File: config.mk
export PLATFORM = sky130hd
export DESIGN_NAME = multdiv_sequencer
export DESIGN_NICKNAME = d
export VERILOG_FILES = /design/src/rtl/multdiv_sequencer_pkg.sv /design/src/rtl/multdiv_sequencer_timeout.sv /design/src/rtl/multdiv_sequencer.sv
export SDC_FILE = /design/constraint.sdc
export NUM_CORES = 1
export LEC_CHECK = 0
export CAP_MARGIN = 40
export CORE_AREA = 2 2 70 72
export CTS_CLUSTER_SIZE = 10
export DETAILED_ROUTE_END_ITERATION = 7
export DIE_AREA = 0 0 72 74
export PLACE_DENSITY = 0.83
export SETUP_SLACK_MARGIN = 0.15
export SLEW_MARGIN = 15
export SYNTH_ARGS = -nofsm -noshare
export SYNTH_HDL_FRONTEND = slang
export SYNTH_SLANG_ARGS = --single-unit
File: constraint.sdc
create_clock -name clock -period 2.34 [get_ports clock]
set_clock_uncertainty 0.1 [all_clocks]
set_input_delay 0.234 -clock clock [delete_from_list [all_inputs] [get_ports clock]]
set_output_delay 0.234 -clock clock [all_outputs]
set_load 0.03 [all_outputs]
File: src/rtl/multdiv_sequencer_pkg.sv
// Shared encodings for the multiply/divide sequencer: FSM states, ALU opcodes,
// exception codes and the default exception destination register.
package multdiv_sequencer_pkg;

    typedef enum logic [1:0] {
        ST_IDLE = 2'd0,
        ST_BUSY = 2'd1,
        ST_DONE = 2'd2
    } md_state_e;

    localparam logic [4:0]  ALU_OP_MUL      = 5'b00110;
    localparam logic [4:0]  ALU_OP_DIV      = 5'b00111;
    localparam logic [31:0] EXC_CODE_MULT   = 32'd4;
    localparam logic [31:0] EXC_CODE_DIV    = 32'd5;
    localparam logic [4:0]  RSTATUS_REG_DEF = 5'd30;

endpackage

File: src/rtl/multdiv_sequencer_timeout.sv
// Saturating cycle counter bounding multiply/divide latency; tc flags the
// last permitted BUSY cycle.
module md_timeout_counter #(
    parameter int unsigned CNT_W      = 6,
    parameter int unsigned MAX_CYCLES = 40
) (
    input  logic clock,
    input  logic reset,
    input  logic clr,
    input  logic en,
    output logic tc
);

    localparam logic [CNT_W-1:0] TC_VAL  = CNT_W'(MAX_CYCLES - 1);
    localparam logic [CNT_W-1:0] CNT_ONE = CNT_W'(1);

    logic [CNT_W-1:0] cnt_q;
    logic [CNT_W-1:0] cnt_d;

    always_comb begin
        cnt_d = cnt_q;
        if (clr) begin
            cnt_d = '0;
        end else if (en && (cnt_q != '1)) begin
            cnt_d = cnt_q + CNT_ONE;
        end
    end

    always_ff @(posedge clock or negedge reset) begin
        if (!reset) begin
            cnt_q <= '0;
        end else begin
            cnt_q <= cnt_d;
        end
    end

    assign tc = (cnt_q == TC_VAL);

endmodule

File: src/rtl/multdiv_sequencer.sv
// Holds the pipeline front while the multi-cycle mult/div unit runs, then hands
// the result (or the $r30 exception write) to XM for exactly one cycle.
//
// state | meaning
// IDLE  | no op in flight; stall follows the DX mul/div decode
// BUSY  | unit running; pipeline frozen, counter bounding latency
// DONE  | result presented to XM for one cycle
module multdiv_sequencer
    import multdiv_sequencer_pkg::*;
#(
    parameter int unsigned MAX_CYCLES  = 40,
    parameter int unsigned CNT_W       = 6,
    parameter logic [4:0]  RSTATUS_REG = RSTATUS_REG_DEF
) (
    input  logic        clock,
    input  logic        reset,
    input  logic        dx_is_mul,
    input  logic        dx_is_div,
    input  logic [4:0]  dx_rd,
    input  logic        flush,
    input  logic        md_result_rdy,
    input  logic        md_exception,
    input  logic [31:0] md_result,
    output logic        ctrl_mult,
    output logic        ctrl_div,
    output logic        md_stall,
    output logic        out_valid,
    output logic [4:0]  out_rd,
    output logic [31:0] out_data
);

    md_state_e   state_q, state_d;
    logic [4:0]  rd_q, rd_d;
    logic        is_div_q, is_div_d;
    logic        ctrl_mult_q, ctrl_mult_d;
    logic        ctrl_div_q, ctrl_div_d;
    logic        out_valid_q, out_valid_d;
    logic [4:0]  out_rd_q, out_rd_d;
    logic [31:0] out_data_q, out_data_d;
    logic        cnt_clr, cnt_en, cnt_tc;

    md_timeout_counter #(
        .CNT_W      (CNT_W),
        .MAX_CYCLES (MAX_CYCLES)
    ) u_timeout (
        .clock (clock),
        .reset (reset),
        .clr   (cnt_clr),
        .en    (cnt_en),
        .tc    (cnt_tc)
    );

    always_comb begin
        state_d     = state_q;
        rd_d        = rd_q;
        is_div_d    = is_div_q;
        ctrl_mult_d = 1'b0;
        ctrl_div_d  = 1'b0;
        out_valid_d = 1'b0;
        out_rd_d    = 5'd0;
        out_data_d  = 32'd0;
        cnt_clr     = 1'b0;
        cnt_en      = 1'b0;
        md_stall    = 1'b0;
        case (state_q)
            ST_IDLE: begin
                md_stall = dx_is_mul | dx_is_div;
                if ((dx_is_mul | dx_is_div) && !flush) begin
                    state_d     = ST_BUSY;
                    rd_d        = dx_rd;
                    is_div_d    = !dx_is_mul;
                    ctrl_mult_d = dx_is_mul;
                    ctrl_div_d  = !dx_is_mul;
                    cnt_clr     = 1'b1;
                end
            end
            ST_BUSY: begin
                md_stall = 1'b1;
                cnt_en   = 1'b1;
                // A squash wins over a same-cycle result or timeout.
                if (flush) begin
                    state_d = ST_IDLE;
                end else if (md_result_rdy && !md_exception) begin
                    state_d     = ST_DONE;
                    out_valid_d = 1'b1;
                    out_rd_d    = rd_q;
                    out_data_d  = md_result;
                end else if (md_result_rdy || cnt_tc) begin
                    state_d     = ST_DONE;
                    out_valid_d = 1'b1;
                    out_rd_d    = RSTATUS_REG;
                    out_data_d  = is_div_q ? EXC_CODE_DIV : EXC_CODE_MULT;
                end
            end
            ST_DONE: begin
                state_d = ST_IDLE;
            end
            default: begin
                state_d = ST_IDLE;
            end
        endcase
    end

    always_ff @(posedge clock or negedge reset) begin
        if (!reset) begin
            state_q     <= ST_IDLE;
            rd_q        <= 5'd0;
            is_div_q    <= 1'b0;
            ctrl_mult_q <= 1'b0;
            ctrl_div_q  <= 1'b0;
            out_valid_q <= 1'b0;
            out_rd_q    <= 5'd0;
            out_data_q  <= 32'd0;
        end else begin
            state_q     <= state_d;
            rd_q        <= rd_d;
            is_div_q    <= is_div_d;
            ctrl_mult_q <= ctrl_mult_d;
            ctrl_div_q  <= ctrl_div_d;
            out_valid_q <= out_valid_d;
            out_rd_q    <= out_rd_d;
            out_data_q  <= out_data_d;
        end
    end

    assign ctrl_mult = ctrl_mult_q;
    assign ctrl_div  = ctrl_div_q;
    assign out_valid = out_valid_q;
    assign out_rd    = out_rd_q;
    assign out_data  = out_data_q;

endmodule

==> impl_metrics.csv <==
group,metric,value,unit
run_status,outcome,"completed",
sta,hold_slack,0.333,ns
cts,cts_hold_buffers,1,
route,highest_layer,"met4",
route,post_drt_wl_per_cell,12.9,microns
route,firstDrtPassIters,6,
synthesis,syn_inst,152,
power,p_leak,1.40,nW
die,fp-row-count,25,
setup_path,cp.arrival,1.57,ns
place,gp_congestion,0.789,
finish,drive_gt1_frac,0.0708,
synthesis,synth_nets,197,
finish,fin_area,3000,sq um
global_route,grt_pass1_vias,1363,
synthesis,synth-simple-area-share,0.184,
cts,numCtsBuffers,5,
global_route,grt_remaining_overflow,0,
route,dr_wl_met2,1910,microns
finish,finish.net_count,284,
cts,path_clk_slew,0.10,ns
synthesis,synth-seq-cells,54,
route,final_antenna_net_count,0,
power,power.density,622,nW/um^2
global_route,grt_pass1_wl,6510,microns
finish,regArea,1350,sq um
finish,multi_input_area,598,sq um
finish,n_fill_cell,376,
place,dpl-instance-area,2890,sq um
synthesis,yosysWarningCount,0,
cts,postCtsSetupRepairBufs,0,
place,dp_hpwl,2840,microns
synthesis,syn_area,2010,sq um
cts,clock-sinks,54,
synthesis,netlist_top_cells_area,"dfrtp_1, and2_1, mux2i_1",
synthesis,synth_top_family_by_area,"simple AND/OR/NAND/NOR gates",
sta,tightest_slew,0.531,ns
sta,setup_viol,0,
sta,hold_violations,0,
cts,clockBufferDepth,2,
sta,post-route-period-util,0.816,
synthesis,synth-compound-area-share,0.0491,
global_route,antenna_found_initial,0,
synthesis,synth_top_area_share,0.671,
die,start_util,0.438,
cts,cts_resized,0,
sta,clock.fmax,524,MHz
setup_path,required,2.01,ns
synthesis,synth_cell_type_count,30,
die,design.die.area,5330,sq um
setup_path,path_max_fanout,4,
setup_path,crit_type,"in -> out",
route,vias_per_cell,4.74,
route,post-route-drc-count,0,
route,met1_length,1530,microns
synthesis,synth_top_area_cell,"dfrtp_1",
die,core-area,4600,sq um
synthesis,yosysSeqAreaShare,0.671,
global_route,grt_usage,0.159,
sta,layout_min_cycle_time,1.91,ns
sta,finalSetupTns,0,ns
setup_path,worstSetupStartpointType,"input pin",
die,dieWidth,72,microns
synthesis,yosys-mux-area-fraction,0.0578,
place,io_buffers,84,
cts,h-tree-depth,2,
die,die_h,74,microns
setup_path,cp-end-kind,"output port",
finish,utilization,0.651,
flow_run,cap_violations,0,
sta,slew_headroom,0.646,
route,drtIter0Drc,151,
global_route,grt_max_degree,33,
route,met3_length,304,microns
route,vias,1394,
power,ir_drop,0.346,mV
power,total_power,1.86,mW
cts,tritoncts,"built",
synthesis,avgSynthCellArea,13.3,sq um
finish,antenna_cells,0,
route,routed_wl,3790,microns
sta,slew_viol_final,0,
cts,clock_latency,0.30,ns
synthesis,synth-adder-area-share,0.00621,
min_path,hold_path.class,"in -> async",
sta,rsz0062_at_grt,"no",
cts,cts_root_buf,"clkbuf_8",
finish,area_growth,48.7,%
synthesis,synth_xor_area_frac,0,
die,num_io_pins,85,
-- kinds of logic after synthesis --
kind of cell	after synthesis
and+or+nand+nor	61
DFF	54
AOI/OAI and AO/OA	15
muxes	11
buffers and inverters	10
adders and majority gates	1
-- cell type report --
| class | instances | share of cell area |
|---|---|---|
| repair buffers | 87 | 0.292 |
| well taps | 54 | 0.0226 |
| clock buffers | 5 | 0.0230 |
| clock inverters | 3 | 0.00835 |
| flip-flops and latches | 54 | 0.451 |
| inverters | 3 | 0.00376 |
| multi-input cells | 88 | 0.200 |
-- power by group --
group          switching (mW)  internal, mW  leakage (nW)  total (mW)
Clock                   0.301         0.216        0.0447       0.518
Sequential             0.0458         0.999         0.732        1.04
Combinational           0.141         0.160         0.628       0.301
Total                   0.488          1.38          1.40        1.86
-- worst max-delay path: stages --
cell and delay (ns):
clkdlybuf4s50_1 0.51, nor3_1 0.07, nor2_1 0.09, clkdlybuf4s50_1 0.68
-- cells in the final DEF, fill, tap and decap left out, types with 3 or more instances in the layout --
cell type and n:
mux2_2 4, clkbuf_8 5, o211ai_1 3, inv_1 3, o21ai_0 7, mux2i_1 6, nor2_1 9, dfrtp_1 54
clkdlybuf4s50_1 83, and2_1 32, nor3_1 8
-- routing by layer --
metal,track usage,vias to the layer above
met5,0,-
met3,0.0623,5
met4,0.0482,0
met2,0.258,52
li1,-,674
met1,0.200,663
-- cell usage after synthesis, drive strengths merged --
library cell   n
buf            5
ha             1
nor2          11
clkbuf         2
a21o           1
inv            3
nand3          1
mux2i          6
a311oi         1
nor2b          1
a21boi         1
mux2           5
dfrtp         54
and3           2
nand2b         2
or3            1
or3b           1
nor3           8
nand2          1
o21ai          7
a41oi          1
o211ai         3
o31a           1
and2          32
and4b          1
-- registers in the layout, indices dropped and copies added (netlist names) --
register / cells
out_valid: 1
ctrl_div: 1
is_div_q: 1
out_rd: 5
state_q: 2
rd_q: 5
out_data: 32
ctrl_mult: 1
u_timeout.cnt_q: 6
-- metrics by stage --
stage | cells | worst slack [ns]
after floorplan | 152 | 0.731
after global placement | 285 | 0.426
after detailed placement | 285 | 0.387
after CTS | 294 | 0.418
after global routing | 294 | 0.374
final | 294 | 0.431
-- final timing paths --
kind                          startpoint  slack (ns)  depth (start not counted)                 end
max reg2reg                   state_q[0]        0.58                          3             rd_q[1]
min                                reset        0.33                          2  u_timeout.cnt_q[4]
max                            dx_is_mul        0.43                          4            md_stall
min reg2reg                      rd_q[0]        0.39                          1           out_rd[0]
max in group asynchronous          reset        1.25                          3         out_data[7]
min in group clock         md_result[22]        0.37                          2        out_data[22]
Power figures use the tool's default switching activity.
==> RTL edit (same settings) <==
Register the input `dx_is_div` before use, with the module's reset. The logic sees it one clock later. The other inputs are not delayed to match.
--- a/src/rtl/multdiv_sequencer.sv
+++ b/src/rtl/multdiv_sequencer.sv
@@ -28,6 +28,16 @@
     output logic [4:0]  out_rd,
     output logic [31:0] out_data
 );
+
+    logic dx_is_div_q;
+
+    always_ff @(posedge clock or negedge reset) begin
+        if (!reset) begin
+            dx_is_div_q <= '0;
+        end else begin
+            dx_is_div_q <= dx_is_div;
+        end
+    end
 
     md_state_e   state_q, state_d;
     logic [4:0]  rd_q, rd_d;
@@ -64,8 +74,8 @@
         md_stall    = 1'b0;
         case (state_q)
             ST_IDLE: begin
-                md_stall = dx_is_mul | dx_is_div;
-                if ((dx_is_mul | dx_is_div) && !flush) begin
+                md_stall = dx_is_mul | dx_is_div_q;
+                if ((dx_is_mul | dx_is_div_q) && !flush) begin
                     state_d     = ST_BUSY;
                     rd_d        = dx_rd;
                     is_div_d    = !dx_is_mul;
Function: changed (Yosys sat finds a counterexample within 4 cycles, from zero or initial values and one cycle with reset low).
==> RTL edit against the original RTL <==
Count of clock-buffer cells in the layout up 3. Largest cell class unchanged. Power is 2.4% higher. Design area is 0.63% higher. Via count is 0.22% higher. Area after synthesis increased by 1.2%. Critical path depth unchanged. Highest routed layer unchanged. Setup slack better by 0.0012 ns. Sequential share of layout area rose by 0.55 points. Sequential cell count increased by 1. Cell count up 0.34%. Routed wire length grew 3.0%. Global-route usage rose by 0.67 points.
==> RTL edit: results (changes against the original RTL) <==
Yosys
  • Yosys warns: 0 (unchanged)
  • Syn_nets: 198 (+0.51%)
  • Post-synthesis sequential area ratio: 67.5% (+0.40 points)
  • Commonest cells post-synth: 55 x dfrtp_1, 32 x and2_1, 9 x nor2_1
  • Seq cells post-synth: 55 (+1.9%)
  • Async S/R FF share, synth: 100% (unchanged)
  • Cells after Synth: 153 (+0.66%)
  • Top cells by area, synth: dfrtp_1 67%, and2_1 9.8%, mux2i_1 2.9%

Global route
  • Global-route wire length before repair: 6600 µm (+1.3%)
  • Met2 GRT Util: 28.3% (+2.5 points)
  • Grt met1 use: 19.3% (-0.78 points)
  • GRT Util Overall: 16.6% (+0.67 points)
  • Grt met3 use: 6.37% (+0.14 points)
  • Pin count of the biggest net entering global routing: 56 (+70%)
  • Vias in the first global route: 1377 (+1.0%)

Worst hold path
  • Worst Hold Class: in2reg

Cells and area
  • Antenna diodes: 0 (unchanged)
  • CLK BUF: 8 (+3)
  • Data buffer area share: 28.6% (-0.60 points)
  • Fill cells: 383 (+1.9%)
  • Multi-In Gates: 88 (unchanged)
  • Proportion of layout cells with a drive suffix above 1: 6.64% (-0.44 points)
  • Multi-input logic portion of the cell area: 19.8% (-0.12 points)
  • Fraction of area in registers: 45.7% (+0.55 points)
  • Post-layout instance area: 3010 µm² (+0.63%)
  • Nets@finish: 285 (+0.35%)
  • Clock-cell share of area: 3.32% (+0.19 points)
  • Buffers excl. clock: 87 (unchanged)

Power and ir drop
  • P_leak: 1.42 nW (+0.99%)
  • Sequential power: 0.00106 W
  • Comb pwr: 0.000300 W (about the same)
  • Psw: 0.000461 W (-5.4%)
  • Peak supply drop: 0.410 mV (+19%)
  • Switching Fraction: 24.2% (-2.0 points)

Placement
  • Gpl congestion: 0.808 (+2.4%)
  • HPWL after DPL: 2920 µm (+2.7%)
  • Placed inst area: 2900 µm² (+0.43%)
  • Place WS: 0.355 ns (-0.0324 ns)

Outcome
  • Outcome: finished clean

Detailed routing
  • Met3 wire len: 300 µm (-1.3%)
  • DR pass1 iterations: 4 (-2)
  • Met2 wire length: 2080 µm (+9.1%)
  • Vias per std cell: 4.74 (-0.12%)
  • Wl on met1: 1450 µm (-5.7%)
  • Wire per inst: 13.2 µm (+2.6%)
  • DR iter-0 viols: 107 (-29%)
  • Vias: 1397 (+0.22%)

Worst setup path
  • Cell family with most CP delay: buffers and inverters
  • Worst path max stage delay: 0.67 ns
  • CP max stage cell: clkdlybuf4s50_1

Clock network
  • Clk pin slew, worst setup/hold paths: 0.08 ns (-0.02 ns)
  • Max H-tree Level: 2 (unchanged)

Timing
  • Slew headroom: 55.9% (-8.7 points)
## RTL edit: kinds of logic (layout without fill, tap and decap cells)
kind of cell	count (synthesis)	in the layout	share of synthesized area, %
AND/OR/NAND/NOR	61	61	18.2
AO/OA/AOI/OAI	15	15	4.85
multiplexers	11	11	5.71
adder cells (fa/ha/maj)	1	1	0.613
buffers and inverters	10	98	3.19
flip-flops	55	55	67.5
## RTL edit: worst paths after layout
kind	startpoint	endpoint	slack, ns	cells past startpoint
max in group asynchronous	reset	ctrl_div$_DFF_PN0_	1.22	3
hold reg to reg	rd_q[0]$_DFFE_PN0P_	out_rd[0]$_DFF_PN0_	0.38	1
min in group asynchronous	reset	u_timeout.cnt_q[2]$_DFFE_PN0P_	0.47	3
hold / removal	dx_is_div	dx_is_div_q$_DFF_PN0_	0.27	1
setup / recovery	dx_is_mul	md_stall	0.43	4
setup reg to reg	state_q[1]$_DFFE_PN0P_	rd_q[2]$_DFFE_PN0P_	0.57	3
